## src/rtl/uart_arb_pkg.sv

```systemverilog
// Shared types and helpers for the UART transmit arbiters.
// Holds the state encoding, the default header mark and the round-robin search.
package uart_arb_pkg;

    typedef enum logic [1:0] {
        IDLE    = 2'd0,
        HEADER  = 2'd1,
        PAYLOAD = 2'd2
    } state_t;

    localparam logic [5:0] HDR_MARK_DEFAULT = 6'b101010;
    localparam int         RR_MAX           = 8;

    // First valid index after ptr, wrapping modulo nreq; returns ptr when none is valid.
    function automatic logic [2:0] next_rr(
        input logic [2:0]        ptr,
        input logic [RR_MAX-1:0] valid_vec,
        input int                nreq
    );
        logic       found;
        logic [2:0] idx;
        next_rr = ptr;
        found   = 1'b0;
        for (int k = 1; k <= RR_MAX; k++) begin
            idx = 3'((int'(ptr) + k) % nreq);
            if (k <= nreq && !found && valid_vec[idx]) begin
                next_rr = idx;
                found   = 1'b1;
            end
        end
    endfunction

endpackage

```

## src/rtl/uart_tx_arbiter_rr_pick.sv

```systemverilog
// rr_pick: combinational round-robin priority selector.
// Searches from rr_ptr+1 upward, wrapping at NREQ, so the last winner has lowest priority.
module rr_pick
    import uart_arb_pkg::*;
#(
    parameter int NREQ = 4,
    parameter int ID_W = 2
) (
    input  logic [NREQ-1:0] req_valid,
    input  logic [ID_W-1:0] rr_ptr,
    output logic [ID_W-1:0] grant,
    output logic            any_valid
);

    logic [RR_MAX-1:0] valid_ext;

    assign valid_ext = RR_MAX'(req_valid);
    assign grant     = ID_W'(next_rr(3'(rr_ptr), valid_ext, NREQ));
    assign any_valid = |req_valid;

endmodule

```

## src/rtl/uart_tx_arbiter.sv

```systemverilog
// Round-robin packet arbiter in front of the UART Tx FIFO write port.
// Define UART_ARB_HDR_EN to prefix each packet with a {HDR_MARK, grant_id} byte.
module uart_tx_arbiter
    import uart_arb_pkg::*;
#(
    parameter int DBITS   = 8,
    parameter int NREQ    = 4,
    parameter int ID_W    = $clog2(NREQ),
    parameter int MAX_PKT = 16
`ifdef UART_ARB_HDR_EN
    ,
    parameter logic [DBITS-ID_W-1:0] HDR_MARK = HDR_MARK_DEFAULT
`endif
) (
    input  logic                  clk_100MHz,
    input  logic                  reset,
    input  logic [NREQ-1:0]       req_valid,
    input  logic [NREQ*DBITS-1:0] req_data,
    input  logic [NREQ-1:0]       req_last,
    output logic [NREQ-1:0]       req_ready,
    input  logic                  tx_full,
    output logic                  write_uart,
    output logic [DBITS-1:0]      write_data,
    output logic [ID_W-1:0]       grant_id,
    output logic                  busy,
    output logic                  pkt_trunc
);

    localparam int CNT_W = $clog2(MAX_PKT + 1);

    state_t            state_reg;
    logic [ID_W-1:0]   rr_ptr_reg;
    logic [ID_W-1:0]   grant_id_reg;
    logic [CNT_W-1:0]  byte_cnt_reg;
    logic              pkt_trunc_reg;

    logic [ID_W-1:0]   pick_id;
    logic              any_valid;
    logic              granted_valid;
    logic              granted_last;
    logic [DBITS-1:0]  granted_data;
    logic              in_payload;

    rr_pick #(
        .NREQ (NREQ),
        .ID_W (ID_W)
    ) u_rr_pick (
        .req_valid (req_valid),
        .rr_ptr    (rr_ptr_reg),
        .grant     (pick_id),
        .any_valid (any_valid)
    );

    assign granted_valid = req_valid[grant_id_reg];
    assign granted_last  = req_last[grant_id_reg];
    assign granted_data  = req_data[grant_id_reg*DBITS +: DBITS];
    assign in_payload    = (state_reg == PAYLOAD);

    // Only the granted lane sees ready, and only while the FIFO can take a byte.
    generate
        for (genvar gi = 0; gi < NREQ; gi++) begin : g_ready
            assign req_ready[gi] = in_payload && (grant_id_reg == ID_W'(gi)) && !tx_full;
        end
    endgenerate

    always_comb begin
        write_uart = 1'b0;
        write_data = '0;
        case (state_reg)
`ifdef UART_ARB_HDR_EN
            HEADER: begin
                write_uart = !tx_full;
                write_data = {HDR_MARK, grant_id_reg};
            end
`endif
            PAYLOAD: begin
                write_uart = granted_valid && !tx_full;
                write_data = granted_data;
            end
            default: begin
                write_uart = 1'b0;
                write_data = '0;
            end
        endcase
    end

    assign busy      = (state_reg != IDLE);
    assign grant_id  = grant_id_reg;
    assign pkt_trunc = pkt_trunc_reg;

    always_ff @(posedge clk_100MHz or negedge reset) begin
        if (!reset) begin
            state_reg     <= IDLE;
            rr_ptr_reg    <= ID_W'(NREQ - 1);
            grant_id_reg  <= '0;
            byte_cnt_reg  <= '0;
            pkt_trunc_reg <= 1'b0;
        end else begin
            pkt_trunc_reg <= 1'b0;
            case (state_reg)
                IDLE: begin
                    if (any_valid) begin
                        grant_id_reg <= pick_id;
                        byte_cnt_reg <= '0;
`ifdef UART_ARB_HDR_EN
                        state_reg    <= HEADER;
`else
                        state_reg    <= PAYLOAD;
`endif
                    end
                end
`ifdef UART_ARB_HDR_EN
                HEADER: begin
                    if (!tx_full) begin
                        state_reg <= PAYLOAD;
                    end
                end
`endif
                PAYLOAD: begin
                    if (write_uart) begin
                        byte_cnt_reg <= byte_cnt_reg + 1'b1;
                        if (granted_last) begin
                            rr_ptr_reg <= grant_id_reg;
                            state_reg  <= IDLE;
                        end else if (byte_cnt_reg == CNT_W'(MAX_PKT - 1)) begin
                            // Leftover bytes of this requester become a new packet later.
                            pkt_trunc_reg <= 1'b1;
                            rr_ptr_reg    <= grant_id_reg;
                            state_reg     <= IDLE;
                        end
                    end
                end
                default: state_reg <= IDLE;
            endcase
        end
    end

endmodule

```

## config.mk

```make
export PLATFORM = sky130hd
export DESIGN_NAME = uart_tx_arbiter
export DESIGN_NICKNAME = d
export VERILOG_FILES = /design/src/rtl/uart_arb_pkg.sv /design/src/rtl/uart_tx_arbiter_rr_pick.sv /design/src/rtl/uart_tx_arbiter.sv
export SDC_FILE = /design/constraint.sdc
export NUM_CORES = 1
export LEC_CHECK = 0
export CORE_UTILIZATION = 37
export DETAILED_ROUTE_END_ITERATION = 10
export PLACE_DENSITY = 0.8
export SLEW_MARGIN = 20
export SYNTH_ARGS = -nofsm -noshare
export SYNTH_HDL_FRONTEND = slang
export SYNTH_SLANG_ARGS = --single-unit
```

## constraint.sdc

```tcl
create_clock -name clk_100MHz -period 2.1 [get_ports clk_100MHz]
set_clock_uncertainty 0.1 [all_clocks]
set_input_delay 0.42 -clock clk_100MHz [delete_from_list [all_inputs] [get_ports clk_100MHz]]
set_output_delay 0.42 -clock clk_100MHz [all_outputs]
set_load 0.02 [all_outputs]
```

Word-level counts from Yosys, hierarchy flattened
Cells that the tools add are included.

word-level totals
  flip-flop bits (word level) = 12
  output and inout bits = 17
  input bits = 43
  logic and storage cells = 93

cells by class
  add/sub/neg operators = 5
  mux-type cells = 35
  reduce and logical (&&, ||, !) cells = 30
  eq/ne operators = 8
  magnitude comparators = 5
  bitwise gates (word level) = 4
  shifts and indexed selects = 1

operator list
  operator                                                    count
  indexed part select 32 x 6 -> 8 bit                         1
  2-to-1 mux 2 bit                                            10
  less-than comparator 3 x 4 -> 1 bit, second input constant  4
  2-to-1 mux 1 bit                                            14
  binary-select mux 1 bit (select 3 bit)                      4
  logical AND 1 bit                                           12
  2-to-1 mux 5 bit                                            2
  one-hot mux 5 bit (2 select lines)                          1
  AND reduction 3 bit                                         3
  2-to-1 mux 8 bit                                            1
  OR reduction 2 bit                                          4
  equality test 2 bit, second input constant                  3
  nonzero test 2 bit                                          3
  adder 5 x 1 -> 5 bit, second input constant                 1
  equality test 5 x 4 -> 1 bit, second input constant         1
  adder 2 x 1 -> 2 bit, second input constant                 2
  adder 2 bit, second input constant                          2
  AND 1 bit, first input constant                             4
  binary-select mux 1 bit (select 2 bit)                      2
  logical NOT 1 bit                                           4
  logical NOT 2 bit                                           2
  inequality test 2 bit, second input constant                2
  one-hot mux 2 bit (2 select lines)                          1
  OR reduction 4 bit                                          1
  other kinds (4)                                             4

Depth between registers and ports, before layout
  depth in word-level cells = 15
  mapped depth = 7
  depth with buffers taken out = 7

Modules after synthesis
From an unflattened synthesis, not the netlist that was laid out.

unflattened totals
  cell total of the unflattened synthesis = 92
  area, all modules = 949.7 um^2

modules (own cells, without submodules)
  module           times used  seq. area each (um^2)  cells an instance  area an instance (um^2)
  uart_tx_arbiter  1           277.8                  78                 877.1
  rr_pick          1           0.0                    14                 72.6

Worst setup path before layout
No wires, ideal clock.

  path kind = register to output
  start point = reg grant_id_reg[0] (netlist: grant_id[0])
  end point = out write_data[1]
  stages on the path, launching flop included = 5
  data arrival time = 1.580 ns
  setup slack = 0.000 ns
  buffers on the path = 2
  required time = 1.580 ns
  path through = dfrtp_1 -> buf_6 -> buf_2 -> mux4_2 -> and2_1

on the way
  longest elaborated chain between the ends = 2

RTL lines
  item                                 RTL line                text
  start, declared                      uart_tx_arbiter.sv:33   logic [ID_W-1:0] grant_id_reg;
  start signal, assigned               uart_tx_arbiter.sv:103  grant_id_reg <= pick_id;
  indexed part select 32 x 6 -> 8 bit  uart_tx_arbiter.sv:56   assign granted_data = req_data[grant_id_reg*DBITS +: DBITS];
  2-to-1 mux 8 bit                     uart_tx_arbiter.sv:69   case (state_reg)
  end, declared                        uart_tx_arbiter.sv:23   output logic [DBITS-1:0] write_data,

Every way passes these cells.

Final worst setup path
Ends and elaborated chain as after synthesis.

==> impl_metrics.csv <==
group,metric,value,unit
place,dp_hpwl,2200,um
sta,max_freq,472,MHz
sta,worst_pin_slew,0.480,ns
routing,drt_iter0_drc,6,
worst_hold_path,hp-class,"in -> async",
sta,rsz0062_at_grt,"true",
floorplan,pin_count,60,
sta,setup_viol,6,
place,dpl.cell_count,196,
place,portBuffers,59,
floorplan,fp.dieH,53.5,um
routing,drtPass1Iterations,5,
setup_path,critPathMaxFanout,7,
clocking,clock-root-buffer,"clkbuf_4",
cells_and_area,mostFrequentLayoutCell,"clkdlybuf4s50_1",
outcome,status,"finished, violations left",
synthesis,netlist_area,980,um2
setup_path,arrival,1.60,ns
setup_path,crit_required,1.58,ns
clocking,tritoncts,"yes",
routing,drc,0,
setup_path,end_kind,"output pin",
synthesis,synth_cells,96,
routing,via_per_inst,5.20,
grt,grt_pass1_vias,1088,
cells_and_area,drive_above_1_share,35.8,%
place,dp_slack,-0.465,ns
floorplan,die_w,53.5,um
floorplan,initial_utilization,39.2,%
synthesis,syn_nets,141,
cells_and_area,fillers,183,
clocking,htree_num_levels,1,
synthesis,synth_top_area_share,23.0,%
grt,grt_pass1_wl,4350,um
sta,finalCriticalPeriod,2.12,ns
grt,grt_max_degree,12,
synthesis,yosysTopAreaCell,"dfrtp_1",
setup_path,worstSetupStartpointType,"flip-flop",
synthesis,synth-main-ff-cell,"dfrtp_1",
synthesis,yosysWarnings,0,
grt,groute.usage.overall,21.5,%
setup_path,worstSetupPathType,"reg -> out",
power_and_ir_drop,peakVddDrop,0.000961,V
synthesis,synth_top_cells_by_area,"dfrtp_1, mux4_2, dfstp_2, and2_1, mux2i_1",
synthesis,synth_edf_count,0,
cells_and_area,largest_reg_flops,5,
power_and_ir_drop,power_density,1240,nW/um2
routing,wl_per_cell,13.6,um
cells_and_area,final_nets,219,
clocking,clock_latency,0.27,ns
routing,drtAntennaViolNets,0,
grt,grt_overflow,0,
cells_and_area,most-common-layout-cells,"clkdlybuf4s50_1, buf_4, buf_6",
power_and_ir_drop,p_leak,0.780,nW
floorplan,die-area,2860,um2
clocking,cts_sinks,11,
clocking,cts_made_buffers,3,
synthesis,async_reset_ff_share,100,%
outcome,violations,"setup timing",
synthesis,synth.avg_cell_area,10.2,um2
sta,finalCritPeriodShare,101,%
job,max_cap_viol_count,0,
floorplan,num_rows,18,
place,place.gp.congestion,0.801,
sta,maxSlewHeadroom,67.9,%
clocking,clk_pin_slew,0.07,ns
routing,num_vias,1056,
synthesis,yosysUniqueCellTypes,34,
synthesis,synth.yosys.seq_area_share,28.4,%
clocking,holdBufCountCts,0,
sta,fin_ws,-0.0205,ns
routing,wl,2760,um
sta,finalHoldViolCount,0,
cells_and_area,final_cells,203,
floorplan,coreArea,2500,um2
cells_and_area,diodes,0,
grt,antenna_found_initial,0,
sta,slew_viol_final,0,
synthesis,ys_ff_latch,11,
clocking,cts_buffer_depth,2,
cells_and_area,area_growth,83.0,%
-- power by group --
part,total [mW],internal [mW],switching (mW)
Clock,0.145,0.0737,0.0709
Combinational,1.68,0.986,0.690
Sequential,0.410,0.317,0.0924
-- layout make-up --
cell class                 count  area, um2  area share (%)
sequential                    11        278            15.5
tap                           30       37.5            2.09
clock buffer                   4       26.3            1.47
inverter                       2       7.51           0.419
multi-input combinational     77        677            37.8
timing repair buffer          79        767            42.8
-- cell families after synthesis --
group	synth area share, %
AND/OR/NAND/NOR	22.1
XOR/XNOR	0.894
buffers and inverters	4.85
multiplexers	27.8
flip-flops	28.4
adder cells (fa/ha/maj)	2.55
AO/OA/AOI/OAI	13.4
-- per-stage QoR --
stage	setup TNS, ns	utilization [%]	area, um2	hold WS [ns]	power, mW
after floorplan	0	-	980	0.0244	1.32
after global placement	-5.15	68.3	1710	0.428	1.90
after detailed placement	-5.33	68.3	1710	0.447	1.93
after CTS	-0.184	71.0	1770	0.378	2.22
after global routing	-0.498	71.7	1790	0.413	2.39
final	-0.0574	71.7	1790	0.373	2.23
-- worst paths after layout --
path	from	endpoint	slack (ns)	depth (start not counted)
worst min-delay path	reset	byte_cnt_reg[0]$_DFFE_PN0P_	0.37	1
worst max-delay path	grant_id[0]$_DFFE_PN0P_	write_data[1]	-0.02	4
worst max register to register	byte_cnt_reg[0]$_DFFE_PN0P_	rr_ptr_reg[0]$_DFFE_PN1P_	0.16	7
worst min register to register	byte_cnt_reg[1]$_DFFE_PN0P_	byte_cnt_reg[1]$_DFFE_PN0P_	0.46	2
min in group clk_100MHz	byte_cnt_reg[1]$_DFFE_PN0P_	byte_cnt_reg[1]$_DFFE_PN0P_	0.46	2
max in group asynchronous	reset	rr_ptr_reg[1]$_DFFE_PN1P_	1.18	1
-- worst max-delay path, cell delays in order (launching register included) --
cell     delay [ns]
dfrtp_1        0.41
buf_12         0.14
mux4_2         0.49
and2_4         0.17
buf_6          0.12
-- routing by layer --
metal	vias up	wire [um]	global-route usage, %
li1	507	-	-
met1	484	1040	20.7
met2	54	1340	40.8
met3	11	303	4.02
met4	0	80	13.2
met5	-	0	0
-- cell usage after synthesis, types with 2 or more instances --
master	instances
a21oi_1	5
and2_1	8
and3_1	2
buf_2	2
buf_6	2
dfrtp_1	9
dfstp_2	2
ha_1	2
inv_1	2
mux2_2	2
mux2_4	2
mux2i_1	4
mux4_2	8
nand2_1	5
nand2b_1	3
nand3_1	2
nand3b_1	3
nor2_1	9
nor2b_1	3
o21ai_0	5
o21ai_1	3
-- what timing repair did --
item / CTS / global route
pin swaps: 7 / 2
resized for setup: 75 / 7
setup endpoints to repair: 13 / 11
endpoints found under the hold margin: 0 / 0
setup buffers: 3 / 0
Power figures use the tool's default switching activity.
